$ cat src/rtl/nec_pkg.sv
// Shared NEC transmit definitions: FSM states, unit counts per symbol, remote codes.
// Latency: n/a (declarations only).
// Backpressure: n/a.
package nec_pkg;

    typedef enum logic [3:0] {
        IDLE,
        LEAD_MARK,
        LEAD_SPACE,
        BIT_MARK,
        BIT_SPACE,
        STOP_MARK,
        GAP,
        REP_MARK,
        REP_SPACE,
        REP_STOP
    } nec_state_t;

    // Symbol lengths in NEC units (562.5 us each)
    localparam int LEAD_MARK_U  = 16;
    localparam int LEAD_SPACE_U = 8;
    localparam int REP_SPACE_U  = 4;
    localparam int BIT_U        = 1;
    localparam int ONE_SPACE_U  = 3;

    // Direction-button codes, packed the same way the receiver packs them
    localparam logic [31:0] UP    = 32'h20DF6A95;
    localparam logic [31:0] DOWN  = 32'h20DFEA15;
    localparam logic [31:0] LEFT  = 32'h20DF1AE5;
    localparam logic [31:0] RIGHT = 32'h20DF9A65;

endpackage

$ cat src/rtl/nec_carrier.sv
// ~38 kHz square-wave carrier generator, gated to marks.
// Latency: carrier is high in the cycle after restart; toggles every CARRIER_HALF cycles.
// Backpressure: none; free-running while en is high, forced low otherwise.
module nec_carrier #(
    parameter int CARRIER_HALF = 658
) (
    input  logic CLOCK_50,
    input  logic reset_n,
    input  logic en,
    input  logic restart,
    output logic carrier
);

    localparam int               CW        = $clog2(CARRIER_HALF + 1);
    localparam logic [CW-1:0]    HALF_LAST = CW'(CARRIER_HALF - 1);

    logic [CW-1:0] half_cnt;

    // Restart forces a fresh high half-period; outside marks the carrier is parked low
    always_ff @(posedge CLOCK_50) begin
        if (!reset_n) begin
            carrier  <= 1'b0;
            half_cnt <= '0;
        end else if (restart) begin
            carrier  <= 1'b1;
            half_cnt <= HALF_LAST;
        end else if (en) begin
            if (half_cnt == '0) begin
                carrier  <= ~carrier;
                half_cnt <= HALF_LAST;
            end else begin
                half_cnt <= half_cnt - CW'(1);
            end
        end else begin
            carrier  <= 1'b0;
            half_cnt <= '0;
        end
    end

endmodule

$ cat src/rtl/nec_ir_transmitter.sv
// NEC IR transmitter: 32-bit word, MSB first, with hold-to-repeat codes and 38 kHz modulation.
// Latency: LEAD_MARK starts the cycle after start is accepted; frames repeat every FRAME_UNITS units.
// Backpressure: start is only accepted in IDLE (busy low); starts while busy are dropped.
module nec_ir_transmitter
    import nec_pkg::*;
#(
    parameter int UNIT_CYCLES  = 28125,
    parameter int CARRIER_HALF = 658,
    parameter int FRAME_UNITS  = 192
) (
    input  logic        CLOCK_50,
    input  logic        reset_n,
    input  logic [31:0] word,
    input  logic        start,
    input  logic        rpt,
    output logic        busy,
    output logic        done,
    output logic        ir_env,
    output logic        ir_out
);

    localparam logic [14:0] UNIT_LAST  = 15'(UNIT_CYCLES - 1);
    localparam logic [7:0]  FRAME_LAST = 8'(FRAME_UNITS - 1);

    nec_state_t  state;
    logic [14:0] unit_tmr;   // cycles left in the current unit
    logic [4:0]  st_units;   // units left in the current state, minus one
    logic [7:0]  frame_cnt;  // completed units since lead/repeat mark entry
    logic [5:0]  bit_cnt;
    logic [31:0] shreg;
    logic        carrier;

    logic unit_end;
    logic st_done;
    logic gap_done;
    logic mark_nxt;
    logic mark_entry;

    // Event decode and next-cycle mark flag (drives ir_env and the carrier restart)
    always_comb begin
        unit_end = (unit_tmr == '0);
        st_done  = unit_end && (st_units == '0);
        gap_done = (state == GAP) && unit_end && (frame_cnt == FRAME_LAST);
        mark_nxt = 1'b0;
        case (state)
            IDLE:       mark_nxt = start;
            LEAD_MARK:  mark_nxt = !st_done;
            LEAD_SPACE: mark_nxt = st_done;
            BIT_MARK:   mark_nxt = !st_done;
            BIT_SPACE:  mark_nxt = st_done;
            STOP_MARK:  mark_nxt = !st_done;
            GAP:        mark_nxt = gap_done && rpt;
            REP_MARK:   mark_nxt = !st_done;
            REP_SPACE:  mark_nxt = st_done;
            REP_STOP:   mark_nxt = !st_done;
            default:    mark_nxt = 1'b0;
        endcase
        // A mark is always preceded by a space, so entry is a rising edge of the envelope
        mark_entry = mark_nxt && !ir_env;
    end

    // Frame sequencer: symbol timing, bit shifting, frame period and registered outputs
    always_ff @(posedge CLOCK_50) begin
        if (!reset_n) begin
            state     <= IDLE;
            unit_tmr  <= '0;
            st_units  <= '0;
            frame_cnt <= '0;
            bit_cnt   <= '0;
            shreg     <= '0;
            busy      <= 1'b0;
            done      <= 1'b0;
            ir_env    <= 1'b0;
        end else begin
            done   <= 1'b0;
            ir_env <= mark_nxt;

            if (state != IDLE) begin
                unit_tmr <= unit_end ? UNIT_LAST : unit_tmr - 15'd1;
                if (unit_end) begin
                    frame_cnt <= frame_cnt + 8'd1;
                    if (st_units != '0) begin
                        st_units <= st_units - 5'd1;
                    end
                end
            end

            case (state)
                IDLE: begin
                    if (start) begin
                        shreg     <= word;
                        bit_cnt   <= '0;
                        frame_cnt <= '0;
                        unit_tmr  <= UNIT_LAST;
                        st_units  <= 5'(LEAD_MARK_U - 1);
                        busy      <= 1'b1;
                        state     <= LEAD_MARK;
                    end
                end
                LEAD_MARK: begin
                    if (st_done) begin
                        st_units <= 5'(LEAD_SPACE_U - 1);
                        state    <= LEAD_SPACE;
                    end
                end
                LEAD_SPACE: begin
                    if (st_done) begin
                        st_units <= 5'(BIT_U - 1);
                        state    <= BIT_MARK;
                    end
                end
                BIT_MARK: begin
                    if (st_done) begin
                        st_units <= shreg[31] ? 5'(ONE_SPACE_U - 1) : 5'(BIT_U - 1);
                        state    <= BIT_SPACE;
                    end
                end
                BIT_SPACE: begin
                    if (st_done) begin
                        st_units <= 5'(BIT_U - 1);
                        if (bit_cnt == 6'd31) begin
                            state <= STOP_MARK;
                        end else begin
                            bit_cnt <= bit_cnt + 6'd1;
                            shreg   <= {shreg[30:0], 1'b0};
                            state   <= BIT_MARK;
                        end
                    end
                end
                STOP_MARK: begin
                    if (st_done) begin
                        state <= GAP;
                    end
                end
                GAP: begin
                    if (gap_done) begin
                        if (rpt) begin
                            frame_cnt <= '0;
                            st_units  <= 5'(LEAD_MARK_U - 1);
                            state     <= REP_MARK;
                        end else begin
                            busy  <= 1'b0;
                            done  <= 1'b1;
                            state <= IDLE;
                        end
                    end
                end
                REP_MARK: begin
                    if (st_done) begin
                        st_units <= 5'(REP_SPACE_U - 1);
                        state    <= REP_SPACE;
                    end
                end
                REP_SPACE: begin
                    if (st_done) begin
                        st_units <= 5'(BIT_U - 1);
                        state    <= REP_STOP;
                    end
                end
                REP_STOP: begin
                    if (st_done) begin
                        state <= GAP;
                    end
                end
                default: state <= IDLE;
            endcase
        end
    end

    nec_carrier #(
        .CARRIER_HALF(CARRIER_HALF)
    ) u_carrier (
        .CLOCK_50(CLOCK_50),
        .reset_n (reset_n),
        .en      (mark_nxt),
        .restart (mark_entry),
        .carrier (carrier)
    );

    // Carrier is already forced low outside marks; the AND keeps the LED off regardless
    assign ir_out = ir_env & carrier;

endmodule
$ cat config.mk
export PLATFORM = sky130hd
export DESIGN_NAME = nec_ir_transmitter
export DESIGN_NICKNAME = d
export VERILOG_FILES = /design/src/rtl/nec_pkg.sv /design/src/rtl/nec_carrier.sv /design/src/rtl/nec_ir_transmitter.sv
export SDC_FILE = /design/constraint.sdc
export NUM_CORES = 1
export LEC_CHECK = 0
export ABC_AREA = 1
export CAP_MARGIN = 10
export CORE_ASPECT_RATIO = 0.9
export CORE_MARGIN = 2
export CORE_UTILIZATION = 25
export DETAILED_ROUTE_END_ITERATION = 8
export HOLD_SLACK_MARGIN = 0.03
export PLACE_DENSITY_LB_ADDON = 0.25
export REMOVE_ABC_BUFFERS = 1
export SYNTH_ARGS = -nofsm -noshare
export SYNTH_HDL_FRONTEND = slang
export SYNTH_SLANG_ARGS = --single-unit
$ cat constraint.sdc
create_clock -name CLOCK_50 -period 1.58 [get_ports CLOCK_50]
set_clock_uncertainty 0.15 [all_clocks]
set_input_delay 0.316 -clock CLOCK_50 [delete_from_list [all_inputs] [get_ports CLOCK_50]]
set_output_delay 0.316 -clock CLOCK_50 [all_outputs]
set_load 0.02 [all_outputs]
Yosys cells after proc, flatten, opt, wreduce, memory -nomap -nowiden
Cells that the tools add are included.

Muxes and demuxes: 54. Reductions and logical operators: 23. Equal/unequal tests: 23. Bitwise logic cells: 4. Add/sub/neg operators: 5.

Operator list (number): 32-bit two-way mux (3); 32-bit case mux with 2 select lines (1); 15-bit two-way mux (4); 5-bit two-way mux (10); 8-bit two-way mux (5); 4-bit two-way mux (9); 4-bit case mux with 9 select lines (1); 10-bit two-way mux (3); 5-bit case mux with 6 select lines (1); 2-bit inequality test, second input constant (10); 6-bit two-way mux (3); 4-bit by 3-bit == test with 1-bit output, second input constant (4); 8-bit case mux with 2 select lines (1); 15-bit logical NOT (1); 15-bit by 1-bit subtractor with 15-bit output, second input constant (1); 6-bit case mux with 2 select lines (1); 10-bit logical NOT (1); 10-bit by 1-bit subtractor with 10-bit output, second input constant (1); 9-bit AND reduction (1); 8-bit by 1-bit adder with 8-bit output, second input constant (1); 4-bit by 2-bit == test with 1-bit output, second input constant (2); 4-bit == test, second input constant (2); 8-bit == test, second input constant (1); 4-bit AND reduction (2); 25 further kinds (40).

Word-level logic and storage cells: 121. Output and inout port bits: 4. Input port bits: 36. Flip-flop bits (word level): 84.

Logic depth before layout (Yosys ltp)
Gate-level depths: netlist (run 1).

Word-level depth: 7. Depth in mapped cells: 12. Mapped depth without buffers: 12.

Hierarchy
From an unflattened synthesis (run 1), not the netlist that was laid out.

Cells, all modules: 729. Area, all modules: 4755.8 µm².

Modules (own cells, without submodules): nec_ir_transmitter (instances 1, area an instance 4101.4 µm², cells an instance 637); nec_carrier (instances 1, area an instance 654.4 µm², cells an instance 92).

Worst setup path before layout (run 1)
OpenSTA, ideal clock, no wires.

Kind: flip-flop to flip-flop. Start: register unit_tmr[0]. End: register u_carrier.half_cnt[1]. Required time: 1.366 ns. Setup slack: -0.168 ns. Period minus slack after synthesis: 1.748 ns. Library setup time: 0.064 ns. Buffers on the path: 0. Stages on the path, launching flop included: 13. Data arrival time: 1.535 ns. Path through: dfxtp_1 -> inv_1 -> ha_1 -> nand2_1 -> nor2_1 -> nand2_1 -> nor2_8 -> nand2_2 -> nand2_1 -> nand2_1 -> nand2_4 -> nand3_4 -> nor2_2.

Cells in the longest elaborated chain, start to end: 7.

RTL lines: from (decl) (RTL line nec_ir_transmitter.sv:26) `logic [14:0] unit_tmr;`; from (signal assigned) (RTL line nec_ir_transmitter.sv:79) `unit_tmr <= unit_end ? UNIT_LAST : unit_tmr - 15'd1;`; 15-bit logical NOT (*) (RTL line nec_ir_transmitter.sv:41) `unit_end = (unit_tmr == '0);`; 1-bit logical AND (2 in series) (RTL line nec_ir_transmitter.sv:43) `gap_done = (state == GAP) && unit_end && (frame_cnt == FRAME_LAST);`; 1-bit logical AND (RTL line nec_ir_transmitter.sv:52) `GAP: mark_nxt = gap_done && rpt;`; 1-bit case mux with 4 select lines (*) (RTL line nec_ir_transmitter.sv:45) `case (state)`; 1-bit logical AND / 1-bit NOT (equally long branches); 4-bit OR reduction (no line) (*); to (signal assigned) (RTL line nec_carrier.sv:32) `half_cnt <= half_cnt - CW'(1);`; to (decl) (RTL line nec_carrier.sv:17) `logic [CW-1:0] half_cnt;`.

Mark *: on every way between the ends. The rest lies on a longest branch, timed or not. A chain may end at the register's enable or synchronous reset.

Worst setup path after layout (run 1)
Start: register unit_tmr[1]. End: register bit_cnt[2].

Cells in the longest elaborated chain, start to end: 4.

RTL lines: 15-bit logical NOT (RTL line nec_ir_transmitter.sv:41); 1-bit logical AND (RTL line nec_ir_transmitter.sv:42) `st_done = unit_end && (st_units == '0);`; 2-bit inequality test (no line); 4-bit AND reduction (no line); to (signal assigned) (RTL line nec_ir_transmitter.sv:124) `bit_cnt <= bit_cnt + 6'd1;`; to (decl) (RTL line nec_ir_transmitter.sv:29) `logic [5:0] bit_cnt;`.

Every way passes these cells.

==> reports/results.txt, run 1 <==
status: finished with violations
failing checks: negative setup slack
share of the yosys chip area belonging to registers: 34.9%
DR vias/cell: 4.26
mean post-synth cell area: 6.67 um2
peak supply drop: 746 uV
Worst Path Required: 1.66 ns
WP buf/inv: 3
Post-CTS Hold Buffers: 0
GRT busiest layer: met2
vias in the first global route: 4681
GRT Util Overall: 13.8%
Syn-to-layout area delta: 51.4%
Critical Path, Cell by Cell: inv_2 -> ha_4 -> buf_6 -> nand3_4 -> nor2_4 -> nand3_4 -> nand2_8 -> nand2_8 -> clkbuf_16 -> nand2_1 -> a21oi_1
hold slack: 0.303 ns
remaining antenna violation count: 0
Routed WL per cell: 11.8 um
Sinks on Clock Net: 84
slowest CP cell: dfxtp_2
pin count of the biggest net entering global routing: 31
first-pass GRT wire length: 22500 um
routed wire length: 13500 um
CTS Buffer Depth: 2
power density cells: 1950 nW/um2
share of cells above drive strength 1: 33.9%
Die Width: 150 um
final worst path period share: 115%
Finish-stage setup viols: 79
Pre-antenna DRT Iters: 4
worst-skew pair later-pin latency: 0.35 ns
Final HPWL DP: 9460 um
minimum clock period: 1.82 ns
crit path kind: register to register
H-tree depth: 3
Sum Neg Setup Slack: -13.48 ns
Yosys cell types: 39
drt initial violations: 215
Final #Nets: 934
worst-margin pin slew: 0.318 ns
leak pwr: 3.35 nW
CP Capture Type: register
final hold vios: 0
synthesized cell area: 4810 um2
Slew Viols, Final: 0
FP Rows: 48
startpoint types: register
boundary pin count: 40
antenna violations before repair: 0
Core Area: 19000 um2
RSZ-0062 raised after global routing: yes
Ys Warns: 0
grt ovf: 0
Min-Delay Path Class: register to register
Slew HR: 78.6%
CP Max Fanout: 10
Vert. Die Dim: 136 um
Final Wtd Congestion: 0.827
TritonCTS Buffers: 9
Die ar.: 20400 um2
CTS tree: yes
PortBufs: 39
Max stage delay on crit path: 0.32 ns
met1 Use GR: 19.1%
root buffer cell: clkbuf_16
Crit path max-delay family: simple AND/OR/NAND/NOR gates
setup ws final: -0.238 ns
Max-Cap Viols: 0
# DRC: 0
Yosys reg bits: 84
via count: 4883
antenna cells: 0
met3 usage: 3.64%
fmax: 550 MHz
CP arrival: 1.90 ns
met2 GRT Util: 21.6%
initial core utilization: 25.3%
Gate Count Post-Synth: 721
clock slew at reported path FFs: 0.07 ns
-- cells in the mapped netlist (all sizes together) --
library cell	count	area share [%]
nand3b	1	0.16
nand4	10	1.3
a31oi	4	0.52
o22ai	1	0.13
xnor2	5	0.91
nor2	89	9.9
a21oi	67	7.5
clkbuf	5	0.39
inv	59	4.7
nand3	70	8.0
o21ai	19	2.1
clkinv	1	0.078
o31ai	1	0.16
dfxtp	84	35
buf	21	2.8
or2	1	0.13
o21a	1	0.16
nor3	11	1.2
ha	6	1.6
nand2	254	21
xor2	10	1.8
mux2i	1	0.21
-- report_power, final --
group	internal [mW]	leakage (nW)	switching (mW)	total, mW
sequential	2.78	0.689	0.429	3.21
combinational	4.13	2.53	4.85	8.97
clock	1.08	0.137	0.939	2.01
total	7.98	3.35	6.22	14.2
-- cells in the final DEF, fill, tap and decap left out, drive strengths merged, types with 3 or more instances in the layout --
cell type	n
nand2	254
clkbuf	11
buf	146
xor2	10
o21ai	19
dfxtp	84
nor2	89
a21oi	67
clkdlybuf4s50	35
ha	6
inv	62
nand3	70
clkinv	4
a31oi	4
dlygate4sd2	3
nand4	10
nor3	11
xnor2	5
-- layer usage --
layer,share of wire (%),vias to the layer above
met5,0,-
met4,0.72,0
met3,2.7,5
met2,46,53
met1,51,2168
li1,-,2657
-- cells by family after synthesis --
family	after synthesis	share of synthesized area, %
AO/OA/AOI/OAI	93	10.6
XOR/XNOR	15	2.73
adder cells (fa/ha/maj)	6	1.56
buffers and inverters	86	7.93
flip-flops	84	34.9
multiplexers	1	0.208
AND/OR/NAND/NOR	436	42.0
-- flip-flops by register name (all words and copies together), names as in the netlist --
signal              flops
frame_cnt               8
bit_cnt                 6
shreg                  32
u_carrier.carrier       1
unit_tmr               15
st_units                5
state                   4
ir_env                  1
u_carrier.half_cnt     10
done                    1
busy                    1
-- metrics by stage --
| stage | total power, mW | cell area [um2] | utilization (%) | std cells | setup slack (ns) |
|---|---|---|---|---|---|
| 3_5_place_dp | 10.9 | 6390 | 33.6 | 1112 | -0.442 |
| 6_report | 14.2 | 7290 | 38.3 | 1146 | -0.238 |
| 2_1_floorplan | 7.53 | 4660 | - | 695 | -0.777 |
| 3_3_place_gp | 10.9 | 6390 | 33.6 | 1112 | -0.415 |
| 4_1_cts | 13.5 | 6930 | 36.4 | 1140 | -0.236 |
| 5_1_grt | 15.4 | 7290 | 38.3 | 1146 | -0.303 |
-- worst min-delay path: cells and delay by family (launching register included) --
kind	cells	cell delay (ns)
flops	1	0.30
compound gates	1	0.05
buf+inv	1	0.06
-- path summary, 6_finish.rpt --
kind / start / to / slack (ns) / depth (start not counted)
setup / recovery: unit_tmr[1]$_SDFF_PN0_ / bit_cnt[2]$_SDFFE_PN0P_ / -0.24 / 11
setup reg to reg: unit_tmr[1]$_SDFF_PN0_ / bit_cnt[2]$_SDFFE_PN0P_ / -0.24 / 11
hold / removal: shreg[21]$_SDFFE_PN0P_ / shreg[21]$_SDFFE_PN0P_ / 0.30 / 2
hold reg to reg: shreg[21]$_SDFFE_PN0P_ / shreg[21]$_SDFFE_PN0P_ / 0.30 / 2
-- timing repair --
item,CTS,global route
cloned,1,2
gates resized for setup,50,73
pin swaps,23,33
setup endpoints to repair,86,85
setup buffers,13,5
-- final cells by class --
type | count | area [um2]
Multi-Input combinational cell | 551 | 3130
Inverter | 60 | 238
Clock inverter | 6 | 48.8
Fill cell | 2020 | 11800
Timing Repair Buffer | 186 | 1640
Sequential cell | 84 | 1690
Tap cell | 250 | 313
Clock buffer | 9 | 225
Note: power is estimated with default switching activity, not from simulation.
==> run 2, diff against run 1 <==
--- a/config.mk
+++ b/config.mk
@@ -9,7 +9,7 @@
 export CAP_MARGIN = 10
 export CORE_ASPECT_RATIO = 0.9
 export CORE_MARGIN = 2
-export CORE_UTILIZATION = 25
+export CORE_UTILIZATION = 45
 export DETAILED_ROUTE_END_ITERATION = 8
 export HOLD_SLACK_MARGIN = 0.03
 export PLACE_DENSITY_LB_ADDON = 0.25
==> reports/results.txt, run 2 (synthesis results as in run 1) <==
status: finished with violations
failing checks: negative setup slack
most frequent cells in the layout: 210 x nand2_1, 112 x buf_4, 77 x dfxtp_1, 60 x nor2_1, 58 x nand3_1
antenna cells: 0
Final Wtd Congestion: 0.895
worst-margin pin slew: 0.401 ns
boundary pin count: 40
commonest non-fill, non-tap cell in the layout: nand2_1
Critical Path, Cell by Cell: inv_2 -> ha_4 -> buf_4 -> nand3_4 -> nor2_4 -> nand3_4 -> nand2_8 -> nand2_8 -> buf_4 -> o21ai_1 -> a21oi_1
Vert. Die Dim: 102 um
power density cells: 2050 nW/um2
Finish-stage setup viols: 80
Max-Cap Viols: 0
Min-Delay Path Class: register to register
Worst Path Required: 1.66 ns
startpoint types: register
Final Util: 67.4%
pre-CTS setup slack: -0.375 ns
vias in the first global route: 5073
final worst path period share: 118%
Sinks on Clock Net: 84
Pre-antenna DRT Iters: 5
CTS tree: yes
via count: 5215
GRT Util Overall: 22.9%
Fillers: 852
Max stage delay on crit path: 0.33 ns
grt ovf: 0
CTS Buffer Depth: 2
max FFs per register: 32
Final HPWL DP: 9010 um
Sum Neg Setup Slack: -15.31 ns
setup ws final: -0.277 ns
worst-skew pair later-pin latency: 0.34 ns
CP arrival: 1.93 ns
PortBufs: 39
Crit path max-delay family: simple AND/OR/NAND/NOR gates
slowest CP cell: dfxtp_2
remaining antenna violation count: 0
peak supply drop: 1090 uV
drt initial violations: 313
minimum clock period: 1.86 ns
TritonCTS Buffers: 9
Top Registers: shreg x32, unit_tmr x15, u_carrier.half_cnt x10
DR vias/cell: 5.16
Largest Register: shreg
Finished Cell Area: 6960 um2
leak pwr: 3.21 nW
Die ar.: 11500 um2
clock slew at reported path FFs: 0.06 ns
Final #Nets: 918
CP Max Fanout: 5
Placed Instances: 976
Syn-to-layout area delta: 44.7%
root buffer cell: clkbuf_16
pin count of the biggest net entering global routing: 46
Die Width: 113 um
H-tree depth: 3
routed wire length: 13600 um
antenna violations before repair: 0
FP Rows: 35
WP buf/inv: 3
initial core utilization: 46.6%
CP Capture Type: register
Seq. cell area: 1690 um2
# DRC: 0
final std cells w/o fill: 1010
Post-CTS Hold Buffers: 0
Core Area: 10300 um2
RSZ-0062 raised after global routing: yes
Routed WL per cell: 13.5 um
DP Area: 6100 um2
Slew HR: 73.3%
first-pass GRT wire length: 21800 um
final hold vios: 0
share of cells above drive strength 1: 33.1%
fmax: 539 MHz
multi-input combinational cell area: 3100 um2
crit path kind: register to register
Slew Viols, Final: 0
==> run 2: changes by cell type in the layout (fill, tap and decap cells not counted), sizes merged <==
cell,before,now
inv,62,58
buf,146,129
clkbuf,11,14
clkinvlp,0,2
bufinv,0,1
clkinv,4,3
nand2,254,255
==> run 2: worst min-delay path: cells and delay by family, from the launching register on <==
family | cells | cell delay, ns
buffers and inverters | 1 | 0.07
AOI/OAI and AO/OA | 1 | 0.05
DFF | 1 | 0.30
==> run 2: metrics by stage <==
step / hold WS [ns] / power (mW)
final: 0.308 / 14.3
after global routing: 0.324 / 15.3
after CTS: 0.304 / 13.0
after detailed placement: 0.295 / 10.6
after global placement: 0.285 / 10.4
after floorplan: 0.243 / 7.53
==> run 2: repair_timing <==
item | in CTS | in global routing
pin swaps | 14 | 28
resized for setup | 33 | 93
buffers inserted | 7 | 7
setup endpoints to repair | 88 | 84
cloned | 0 | 5
==> run 2: final cells by class <==
type                    count  share of cell area [%]
clock buffers              12                    3.40
clock inverters             4                   0.719
flip-flops and latches     84                    24.3
repair buffers            169                    21.3
multi-input cells         552                    44.5
inverters                  60                    3.45
well taps                 129                    2.32
==> run 2: report_power, final <==
part | switching [mW] | internal (mW)
clock network | 0.874 | 1.22
registers | 0.450 | 2.79
logic | 5.01 | 3.95
==> run 2: final timing paths <==
kind / endpoint / startpoint / slack, ns / depth (start not counted)
setup / recovery: shreg[30]$_SDFFE_PN0P_ / unit_tmr[1]$_SDFF_PN0_ / -0.28 / 11
hold / removal: shreg[21]$_SDFFE_PN0P_ / shreg[21]$_SDFFE_PN0P_ / 0.31 / 2
setup reg to reg: shreg[30]$_SDFFE_PN0P_ / unit_tmr[1]$_SDFF_PN0_ / -0.28 / 11
hold reg to reg: shreg[21]$_SDFFE_PN0P_ / shreg[21]$_SDFFE_PN0P_ / 0.31 / 2
==> run 2: metal layers <==
metal	up-vias	routed length [um]	global-route usage, %
met5	-	0	0
met4	0	211	8.72
met3	19	583	4.15
met2	123	6970	41.3
met1	2446	5870	27.5
li1	2627	-	-
